**src/rtl/cim_pkg.sv**
```systemverilog
// Shared definitions for the CIM bus arbiter: FSM encoding, CIM count,
// address field widths, command-bus field widths and the default abort timeout.
package cim_pkg;

    localparam int CIM_NUM         = 4;
    localparam int CIM_SEL_W       = 2;
    localparam int ROW_W           = 8;
    localparam int COL_W           = 4;
    localparam int ADR_W           = ROW_W + COL_W;
    localparam int OPSEL_W         = 2;
    localparam int TIMEOUT_CYC_DEF = 255;

    typedef enum logic [1:0] {
        ST_IDLE  = 2'd0,
        ST_ISSUE = 2'd1,
        ST_GUARD = 2'd2,
        ST_WAIT  = 2'd3
    } arb_state_t;

    // Active-low chip-select vector with only the selected CIM driven low.
    function automatic logic [CIM_NUM-1:0] cs_n_for(input logic [CIM_SEL_W-1:0] sel);
        logic [CIM_NUM-1:0] one_hot;
        one_hot      = '0;
        one_hot[sel] = 1'b1;
        return ~one_hot;
    endfunction

endpackage

```
**src/rtl/cim_rr_pick.sv**
```systemverilog
// Two-way round-robin pick: a lone eligible requester wins outright; when both
// are eligible the one that did not own the bus last time wins.
module cim_rr_pick (
    input  logic [1:0] elig,
    input  logic       last_owner,
    output logic       valid,
    output logic       winner
);

    // Pure combinational selection; no state lives here.
    always_comb begin
        valid  = |elig;
        winner = 1'b0;
        case (elig)
            2'b01:   winner = 1'b0;
            2'b10:   winner = 1'b1;
            2'b11:   winner = ~last_owner;
            default: winner = 1'b0;
        endcase
    end

endmodule

```
**src/rtl/cim_bus_arb.sv**
```systemverilog
// Arbiter sharing one CIM command bus between a write controller (requester 0)
// and a compute/read controller (requester 1). An access is a one-cycle chip
// select (ISSUE), a one-cycle guard gap (GUARD) and a busy poll (WAIT).
// Optional feature: define CIM_BUS_ARB_TIMEOUT_EN to abort WAIT after
// TIMEOUT_CYC cycles with o_err set; otherwise WAIT is unbounded and o_err is 0.
module cim_bus_arb
    import cim_pkg::*;
#(
    parameter int TIMEOUT_CYC = TIMEOUT_CYC_DEF
) (
    input  logic                   clk,
    input  logic                   rst,
    input  logic [1:0]             i_req,
    input  logic [2*CIM_SEL_W-1:0] i_cim_sel,
    input  logic [1:0]             i_rw_n,
    input  logic [2*OPSEL_W-1:0]   i_op_sel,
    input  logic [2*ADR_W-1:0]     i_op_adr,
    input  logic [CIM_NUM-1:0]     i_com_busy,
    output logic [1:0]             o_gnt,
    output logic [1:0]             o_done,
    output logic [1:0]             o_err,
    output logic [CIM_NUM-1:0]     o_cim_cs_n,
    output logic [OPSEL_W-1:0]     o_op_sel,
    output logic [ADR_W-1:0]       o_op_adr,
    output logic                   o_op_rw_n,
    output logic                   o_owner
);

    arb_state_t           state_q;
    arb_state_t           state_d;
    logic [CIM_SEL_W-1:0] sel_q;
    logic [CIM_SEL_W-1:0] req_sel0;
    logic [CIM_SEL_W-1:0] req_sel1;
    logic [1:0]           elig;
    logic                 pick_valid;
    logic                 pick_winner;
    logic                 win;
    logic                 in_wait;
    logic                 busy_tgt;
    logic                 done_ok;
    logic                 done_to;

    if (TIMEOUT_CYC < 1) begin : g_bad_timeout
        $error("cim_bus_arb: TIMEOUT_CYC must be at least 1");
    end

    assign req_sel0 = i_cim_sel[CIM_SEL_W-1:0];
    assign req_sel1 = i_cim_sel[2*CIM_SEL_W-1:CIM_SEL_W];
    assign elig[0]  = i_req[0] & ~i_com_busy[req_sel0];
    assign elig[1]  = i_req[1] & ~i_com_busy[req_sel1];

    cim_rr_pick u_pick (
        .elig       (elig),
        .last_owner (o_owner),
        .valid      (pick_valid),
        .winner     (pick_winner)
    );

    assign win      = (state_q == ST_IDLE) & pick_valid & ~rst;
    assign in_wait  = (state_q == ST_WAIT);
    assign busy_tgt = i_com_busy[sel_q];
    assign done_ok  = in_wait & ~busy_tgt;

`ifdef CIM_BUS_ARB_TIMEOUT_EN
    localparam int CNT_W = $clog2(TIMEOUT_CYC + 1);
    logic [CNT_W-1:0] wait_cnt_q;

    // Count cycles spent in WAIT; cleared whenever the FSM is anywhere else.
    always_ff @(posedge clk) begin
        if (rst || !in_wait) begin
            wait_cnt_q <= '0;
        end else if (wait_cnt_q != CNT_W'(TIMEOUT_CYC)) begin
            wait_cnt_q <= wait_cnt_q + 1'b1;
        end
    end

    assign done_to = in_wait & busy_tgt & (wait_cnt_q == CNT_W'(TIMEOUT_CYC));

    // Error flag qualifies the done pulse of an aborted access.
    always_comb begin
        o_err = '0;
        if (done_to && !rst) o_err[o_owner] = 1'b1;
    end
`else
    assign done_to = 1'b0;
    assign o_err   = '0;
`endif

    // State register; reset drops any access in flight back to IDLE.
    always_ff @(posedge clk) begin
        if (rst) state_q <= ST_IDLE;
        else     state_q <= state_d;
    end

    // Next-state sequencing: grant, one select cycle, one guard cycle, busy poll.
    always_comb begin
        state_d = state_q;
        case (state_q)
            ST_IDLE:  if (pick_valid) state_d = ST_ISSUE;
            ST_ISSUE: state_d = ST_GUARD;
            ST_GUARD: state_d = ST_WAIT;
            ST_WAIT:  if (done_ok || done_to) state_d = ST_IDLE;
            default:  state_d = ST_IDLE;
        endcase
    end

    // Capture the winner's command at grant and hold it until the next grant.
    always_ff @(posedge clk) begin
        if (rst) begin
            sel_q     <= '0;
            o_op_sel  <= '0;
            o_op_adr  <= '0;
            o_op_rw_n <= 1'b1;
            o_owner   <= 1'b1;
        end else if (state_q == ST_IDLE && pick_valid) begin
            sel_q     <= pick_winner ? req_sel1 : req_sel0;
            o_op_sel  <= pick_winner ? i_op_sel[2*OPSEL_W-1:OPSEL_W] : i_op_sel[OPSEL_W-1:0];
            o_op_adr  <= pick_winner ? i_op_adr[2*ADR_W-1:ADR_W] : i_op_adr[ADR_W-1:0];
            o_op_rw_n <= i_rw_n[pick_winner];
            o_owner   <= pick_winner;
        end
    end

    // Grant/done pulses and chip selects, all silenced while reset is held.
    always_comb begin
        o_gnt      = '0;
        o_done     = '0;
        o_cim_cs_n = '1;
        if (win) o_gnt[pick_winner] = 1'b1;
        if (!rst && (done_ok || done_to)) o_done[o_owner] = 1'b1;
        if (!rst && state_q == ST_ISSUE) o_cim_cs_n = cs_n_for(sel_q);
    end

endmodule
```
**config.mk**
```make
export PLATFORM = sky130hd
export DESIGN_NAME = cim_bus_arb
export DESIGN_NICKNAME = d
export VERILOG_FILES = /design/src/rtl/cim_pkg.sv /design/src/rtl/cim_rr_pick.sv /design/src/rtl/cim_bus_arb.sv
export SDC_FILE = /design/constraint.sdc
export NUM_CORES = 1
export LEC_CHECK = 0
export BUFFER_PORTS_ARGS = -buffer_cell sky130_fd_sc_hd__buf_2
export CAP_MARGIN = 10
export CORE_ASPECT_RATIO = 0.5
export CORE_UTILIZATION = 30
export CTS_BUF_LIST = sky130_fd_sc_hd__clkbuf_16
export CTS_CLUSTER_SIZE = 28
export DETAILED_ROUTE_END_ITERATION = 6
export SYNTH_ARGS = -nofsm -noshare
export SYNTH_HDL_FRONTEND = slang
export SYNTH_SLANG_ARGS = --single-unit
```
**constraint.sdc**
```tcl
create_clock -name clk -period 2.1 [get_ports clk]
set_clock_uncertainty 0.05 [all_clocks]
set_input_delay 0.315 -clock clk [delete_from_list [all_inputs] [get_ports clk]]
set_output_delay 0.315 -clock clk [all_outputs]
set_load 0.05 [all_outputs]
```
Word level (Yosys, flattened, before mapping)
Cells that the tools add are included.
- output and inout port bits: 26
- bits in registers: 20
- mux-type cells: 24
- bitwise gates (word level): 11
- reduce and logical (&&, ||, !) cells: 10
- $lt $le $gt $ge: 8
- equal/unequal tests: 7
- operators with widths (operator ; count):
    $mux 12 ; 1
    $mux 2 ; 6
    $lt 2x3->1 const B ; 3
    $eq 2x2->1 const B ; 4
    $mux 1 ; 8
    $pmux 2 s4 ; 1
    $bmux 1 s2 ; 3
    $logic_and 1x1->1 ; 6
    $and 1x1->1 ; 5
    $not 1->1 ; 5
    $lt 1x2->1 const B ; 2
    $mux 4 ; 1
    $not 4->4 ; 1
    $demux 1 s1 ; 2
    $demux 1 s2 ; 1
    $eq 2x1->1 const B ; 1
    $ge 1x1->1 const B ; 2
    $ge 2x1->1 const B ; 1
    $logic_not 2->1 ; 1
    $ne 2x1->1 const B ; 1
    $ne 2x2->1 const B ; 1
    $pmux 1 s2 ; 1
    $reduce_and 2->1 ; 1
    $reduce_or 2->1 ; 1
    $logic_not 1->1 ; 1

Logic depth before layout (Yosys ltp)
Gate-level depths: netlist of run 1.
- depth in word-level cells: 11
- gate-level depth with buffers: 7
- mapped depth without buffers: 6

Cells and area by module
A second synthesis of run 1 with hierarchy kept.
- cells, all modules: 106
- area, all modules: 1058.5 µm²
- by module, submodules not included (module ; area each (µm²) ; sequential area each (µm²) ; instances ; cells each):
    cim_bus_arb ; 1044.8 ; 400.4 ; 1 ; 104
    cim_rr_pick ; 13.8 ; 0.0 ; 1 ; 2

Least setup slack after synthesis of run 1
OpenSTA, ideal clock, no wires.
- path type: register to output
- start: register sel_q[0]
- end: output o_done[0]
- path buffers: 0
- data required time: 1735 ps
- data arrival time: 2566 ps
- stages on the path, launching flop included: 3
- path slack: -831 ps
- cell sequence: dfxtp_1 -> mux4_2 -> nor4b_1
- word-level cells in the longest chain between the ends: 6
- RTL lines (what ; line ; source):
    start: declaration ; cim_bus_arb.sv:31 ; logic [CIM_SEL_W-1:0] sel_q;
    start signal: assignment ; cim_bus_arb.sv:116 ; sel_q <= pick_winner ? req_sel1 : req_sel0;
    $bmux 1 s2 ; cim_bus_arb.sv:61 ; assign busy_tgt = i_com_busy[sel_q];
    $mux 1 (implied by the code) ; cim_bus_arb.sv:61 ;
    $not 1->1 ; cim_bus_arb.sv:62 ; assign done_ok = in_wait & ~busy_tgt;
    $and 1x1->1 ; cim_bus_arb.sv:62 ;
    $logic_and 1x1->1 ; cim_bus_arb.sv:130 ; if (!rst && (done_ok || done_to)) o_done[o_owner] = 1'b1;
    $mux 2 ; cim_bus_arb.sv:130 ;
    end: declaration ; cim_bus_arb.sv:20 ; output logic [1:0] o_done,
Every way passes these cells. The select of a mux whose other input is x is not followed.

Worst setup path in the final report of run 1
- start: register sel_q[0]
- end: output o_done[1]
The elaborated chain is that of the path after synthesis.

==> flow_metrics.tcl, run 1 <==
set metrics [dict create \
    final.setup.tns_ns 0 \
    dp.cells 226 \
    finalCritPeriodShare_pct 96.6 \
    cts_max_level 1 \
    cp.arrival_ns 1.66 \
    row_count 15 \
    hold_buffers 0 \
    clk_pin_slew_ns 0.06 \
    ios 68 \
    drc 0 \
    seq_area_frac_synth_pct 33.7 \
    slew_violations 0 \
    cts_tree "built" \
    cp-startpoint "sel_q[0]" \
    cap_violations 0 \
    internal-power_mw 1.16 \
    crit_required_ns 1.74 \
    cts-root-buf "clkbuf_16" \
    ys_ff_latch 20 \
    core-area_um2 3600 \
    drt_pass1_iterations 3 \
    crit_fanout 3 \
    cts_made_buffers 3 \
    grtUsageTotal_pct 13.0 \
    yosysMostFrequentCell "dfxtp_1" \
    p_per_area_nw_per_um2 1120 \
    via_per_inst 4.42 \
    critPathMaxStageDelay_ns 0.56 \
    layout.cells.non_filler 230 \
    ys_types 29 \
    end_kind "output pin" \
    cts_buffer_depth 2 \
    fmax_mhz 493 \
    ant_nets 0 \
    grt_pass1_wl_um 4110 \
    synth_area_per_cell_um2 11.1 \
    grt_setup_unrepaired "false" \
    postCtsSetupBuffers 0 \
    die_w_um 91.0 \
    swShare_pct 40.2 \
    dominantRegCellSynth "dfxtp_1" \
    vias 1016 \
    yosysWarnings 0 \
    grt_overflow_total 0 \
    path_cells "mux4_2 -> nor4b_2 -> clkbuf_4" \
    first_iter_violations 12 \
    dp_hpwl_um 2220 \
    hold_class "in -> reg" \
    port_buffers 65 \
    synth_edf_count 0 \
    hold_viol 0 \
    p_comb_share_pct 44.5 \
    seqPwrFrac_pct 28.4 \
    netlist_instances 107 \
    postPlaceCellArea_um2 1600 \
    hp-start "i_op_adr[0]" \
    netlist_area_um2 1190 \
    synth_top_area_cell "dfxtp_1" \
    whs_ns 0.286 \
    start_util_pct 33.0 \
    start_kind "register" \
    status "complete, no violations" \
    path_class "reg -> out" \
    power.switching_mw 0.781 \
    total_power_mw 1.94 \
    nets 226 \
    die_y_um 46.5 \
    irDropWorstVdd_mv 0.405 \
    dp_slack_ns -0.0518 \
    relSlewSlack_pct 65.3 \
    grt_max_degree 19 \
    drt_wl_total_um 2720 \
    diodes 0 \
    p_leak_nw 0.796 \
    area_growth_pct 46.3 \
    gp_congestion 0.721 \
    critPathTopFamily "multiplexers" \
    timing.rr.start "state_q[0]" \
    crit_slowest_cell "mux4_2" \
    avgRoutedWirePerCell_um 11.8 \
    layout-drive-gt1-share_pct 57.0 \
    min_period_ns 2.03 \
    antenna_found_initial 0 \
    worst_pin_slew_ns 0.520 \
    stdcell_area_um2 1740 \
    p_clk_share_pct 27.1 \
    yosysTopAreaCellShare_pct 33.7 \
    grt_pass1_vias 898 \
    fillers 362 \
    setup_viol 0 \
    clk_latency_ns 0.25 \
    cts_sinks 20 \
    synth_common_cells "20 x dfxtp_1, 17 x mux2i_1, 9 x o2bb2ai_1" \
    final_util_pct 48.3 \
    layout_setup_ws_ns 0.0716 \
    synth_area_leaders "dfxtp_1 34%, mux2i_1 14%, o2bb2ai_2 8.8%" \
    die-area_um2 4230 \
    synthArstFlopShare_pct 0 \
    path_buf_inv 1 \
]
==> worst min-delay path: cells and delay by family <==
family                 cells  cell delay [ns]
AOI/OAI and AO/OA          1             0.12
buffers and inverters      1             0.07
muxes                      1             0.05
==> path summary, 6_finish.rpt <==
path	cells past startpoint	slack [ns]	to
setup reg to reg	5	0.45	o_owner
setup / recovery	3	0.07	o_done[1]
hold / removal	3	0.29	o_op_adr[0]
hold reg to reg	2	0.39	o_op_rw_n
==> power by group through the flow <==
stage / registers, mW / logic [mW] / clock network, mW
after floorplan: 0.785 / 0.436 / 0
after global placement: 0.555 / 0.844 / 0
after detailed placement: 0.556 / 0.855 / 0
after CTS: 0.550 / 0.860 / 0.536
after global routing: 0.563 / 0.929 / 0.554
final: 0.551 / 0.865 / 0.526
==> cell type report <==
cell class | instances | area (µm²) | share of cell area, %
sequential | 20 | 400 | 23.0
multi-input combinational | 74 | 729 | 41.9
tap | 51 | 63.8 | 3.67
timing repair buffer | 75 | 418 | 24.0
clock inverter | 1 | 30.0 | 1.73
clock buffer | 3 | 75.1 | 4.32
inverter | 6 | 22.5 | 1.29
==> what timing repair did <==
item | 4_1_cts | 5_1_grt
setup endpoints to repair | 2 | 5
cloned | 0 | 0
gates resized for setup | 3 | 7
==> logic make-up (layout without fill, tap and decap cells) <==
logic type | after synthesis | after routing | share of synthesized area [%]
adders and majority gates | 4 | 4 | 4.21
muxes | 23 | 23 | 20.9
DFF | 20 | 20 | 33.7
and+or+nand+nor | 21 | 21 | 9.27
buffers and inverters | 14 | 85 | 9.05
AOI/OAI and AO/OA | 24 | 24 | 22.5
other | 1 | 2 | 0.315
==> state kept, by name, summed over array words and instances (netlist names) <==
register / count
o_op_adr: 12
state_q: 2
sel_q: 2
o_owner: 1
o_op_rw_n: 1
o_op_sel: 2
==> cells in the final DEF (no fill, tap or decap), types with 4 or more instances in the layout <==
master,n
mux2i_1,17
buf_4,11
nand2_1,5
buf_2,61
o2bb2ai_2,7
mux2_2,5
inv_1,6
dfxtp_1,20
ha_1,4
o2bb2ai_1,9
nor2_1,5
==> metal layers <==
metal	global-route usage (%)	wire, µm	vias to the layer above
met4	4.76	14	0
met3	3.80	101	2
met5	0	0	-
li1	-	-	535
met2	22.4	1350	21
met1	16.0	1250	458
No activity file was read; power rests on OpenSTA's default activity.
==> run 2, diff against run 1 <==
--- a/config.mk
+++ b/config.mk
@@ -5,6 +5,7 @@
 export SDC_FILE = /design/constraint.sdc
 export NUM_CORES = 1
 export LEC_CHECK = 0
+export ABC_AREA = 1
 export BUFFER_PORTS_ARGS = -buffer_cell sky130_fd_sc_hd__buf_2
 export CAP_MARGIN = 10
 export CORE_ASPECT_RATIO = 0.5
==> flow_metrics.tcl, run 2 <==
set metrics [dict create \
    clk_pin_slew_ns 0.06 \
    finalCritPeriodShare_pct 92.4 \
    antenna_found_initial 0 \
    dominantRegCellSynth "dfxtp_1" \
    synth_area_leaders "dfxtp_1 27%, nand3_1 13%, nand2_1 11%" \
    seqCellArea_um2 400 \
    top_register "o_op_adr" \
    r2r_slack_ns 0.55 \
    final_cell_mix "65 x buf_2, 42 x nand2_1, 39 x nand3_1" \
    p_leak_nw 1.04 \
    yosysWarnings 0 \
    crit_fanout 6 \
    yosysMostFrequentCell "nand2_1" \
    hold_buffers 0 \
    min_to "o_op_adr[11]" \
    seq_area_frac_synth_pct 27.4 \
    rr_endpoint "sel_q[0]" \
    start_kind "register" \
    drt_pass1_iterations 4 \
    dp_hpwl_um 2890 \
    area_growth_pct 30.7 \
    netlist_area_um2 1460 \
    synth_area_per_cell_um2 7.19 \
    drt_wl_total_um 3560 \
    postPlaceCellArea_um2 1830 \
    vias 1449 \
    grt_pass1_vias 1314 \
    gp_congestion 0.774 \
    cts.repair.resized 0 \
    path_buf_inv 2 \
    final.setup.tns_ns 0 \
    synth_common_cells "42 x nand2_1, 39 x nand3_1, 26 x inv_1" \
    nets 315 \
    layout_setup_ws_ns 0.160 \
    cp.arrival_ns 1.57 \
    hold_class "in -> reg" \
    ys_ff_latch 20 \
    die_w_um 101 \
    via_per_inst 4.34 \
    whs_ns 0.309 \
    avgRoutedWirePerCell_um 10.7 \
    multi_input_area_um2 873 \
    layout-drive-gt1-share_pct 39.9 \
    timing.rr.start "state_q[0]" \
    start_util_pct 32.2 \
    cts_sinks 20 \
    status "complete, no violations" \
    grt_overflow_total 0 \
    yosysTopAreaCellShare_pct 27.4 \
    synth_top_area_cell "dfxtp_1" \
    ys_types 23 \
    p_per_area_nw_per_um2 962 \
    cap_violations 0 \
    grtUsageTotal_pct 14.6 \
    slew_violations 0 \
    critPathTopFamily "simple AND/OR/NAND/NOR gates" \
    crit_slowest_cell "dfxtp_1" \
    whs_path_depth 5 \
    ios 68 \
    reg2reg_depth 7 \
    stdcell_area_um2 1910 \
    irDropWorstVdd_mv 0.364 \
    row_count 17 \
    cts_tree "built" \
    min_period_ns 1.94 \
    die-area_um2 5160 \
    drc 0 \
    path_class "reg -> out" \
    ant_nets 0 \
    cts-root-buf "clkbuf_16" \
    diodes 0 \
    cts_made_buffers 3 \
    cts_buffer_depth 2 \
    critPathMaxStageDelay_ns 0.43 \
    dp_slack_ns 0.322 \
    grt_pass1_wl_um 5880 \
    clk_latency_ns 0.25 \
    setup_viol 0 \
    hp-start "i_op_adr[11]" \
    synth_edf_count 0 \
    netlist_instances 203 \
    first_iter_violations 31 \
    crit_required_ns 1.74 \
    path_cells "inv_1 -> nand3_1 -> nand4_1 -> nand3b_1 -> nor2_1 -> buf_2" \
    fillers 478 \
    die_y_um 51.3 \
    cts_max_level 1 \
    core-area_um2 4530 \
    synthArstFlopShare_pct 0 \
    fmax_mhz 515 \
    final_common_cell "buf_2" \
    port_buffers 65 \
    end_kind "output pin" \
    grt_setup_unrepaired "false" \
    grt_max_degree 21 \
    postCtsSetupBuffers 0 \
    largest_reg_flops 12 \
    hold_viol 0 \
]
run 2: cell count changes after synthesis, sizes merged, moves of 5 or more:
cell     previous run  this run
nand3b              0        17
nand3               0        50
mux2                5         0
a21oi               0         5
o2bb2ai            16         0
inv                 6        29
nand2               5        57
mux2i              17         0
run 2: worst max path at each step:
stage                            to  depth (start not counted)  slack [ns]    startpoint
after global placement     o_gnt[0]                         11        0.35  i_cim_sel[1]
after global routing      o_done[0]                          6        0.01      sel_q[0]
final                     o_done[0]                          6        0.16      sel_q[0]
after detailed placement   o_gnt[0]                         11        0.32  i_cim_sel[1]
after CTS                 o_done[0]                          6        0.16      sel_q[0]
after floorplan            o_gnt[1]                         10        0.07  i_cim_sel[1]
run 2: cell families after synthesis:
group / Yosys count / synth area share, %
simple gates: 133 / 52.8
other cells: 1 / 0.257
compound gates: 6 / 2.83
fa+ha+maj: 4 / 3.43
flops: 20 / 27.4
buf+inv: 39 / 13.2
run 2: final cells by class:
| type | instances | area share, % |
|---|---|---|
| clock inverters | 1 | 0.197 |
| clock buffers | 3 | 3.94 |
| repair buffers | 70 | 19.0 |
| flip-flops and latches | 20 | 21.0 |
| multi-input cells | 145 | 45.8 |
| well taps | 66 | 4.33 |
| inverters | 29 | 5.71 |
run 2: per-layer routing:
layer  vias up  track usage, %  part of all wire [%]
met5         -               0                     0
met4         0            2.17                  0.20
met3         2            3.83                   4.7
met2        25            25.2                    47
met1       642            18.8                    48
li1        780               -                     -
run 2: through the flow:
step,instances,util [%],power [mW]
after CTS,334,42.1,1.86
after global routing,334,42.1,1.97
after detailed placement,330,40.3,1.47
after global placement,330,40.3,1.46
after floorplan,204,-,1.28
final,334,42.1,1.83
run 2: power breakdown:
group | internal [mW] | leakage (nW) | switching, mW | total [mW]
Sequential | 0.475 | 0.164 | 0.0727 | 0.548
Combinational | 0.261 | 0.834 | 0.644 | 0.905
Clock | 0.253 | 0.0385 | 0.129 | 0.382
Total | 0.989 | 1.04 | 0.845 | 1.83
run 2: tightest hold or removal path: stages:
cell and delay (ns):
buf_2 0.07, inv_1 0.03, nand2_1 0.05, nand3_1 0.06
nand2_1 0.05
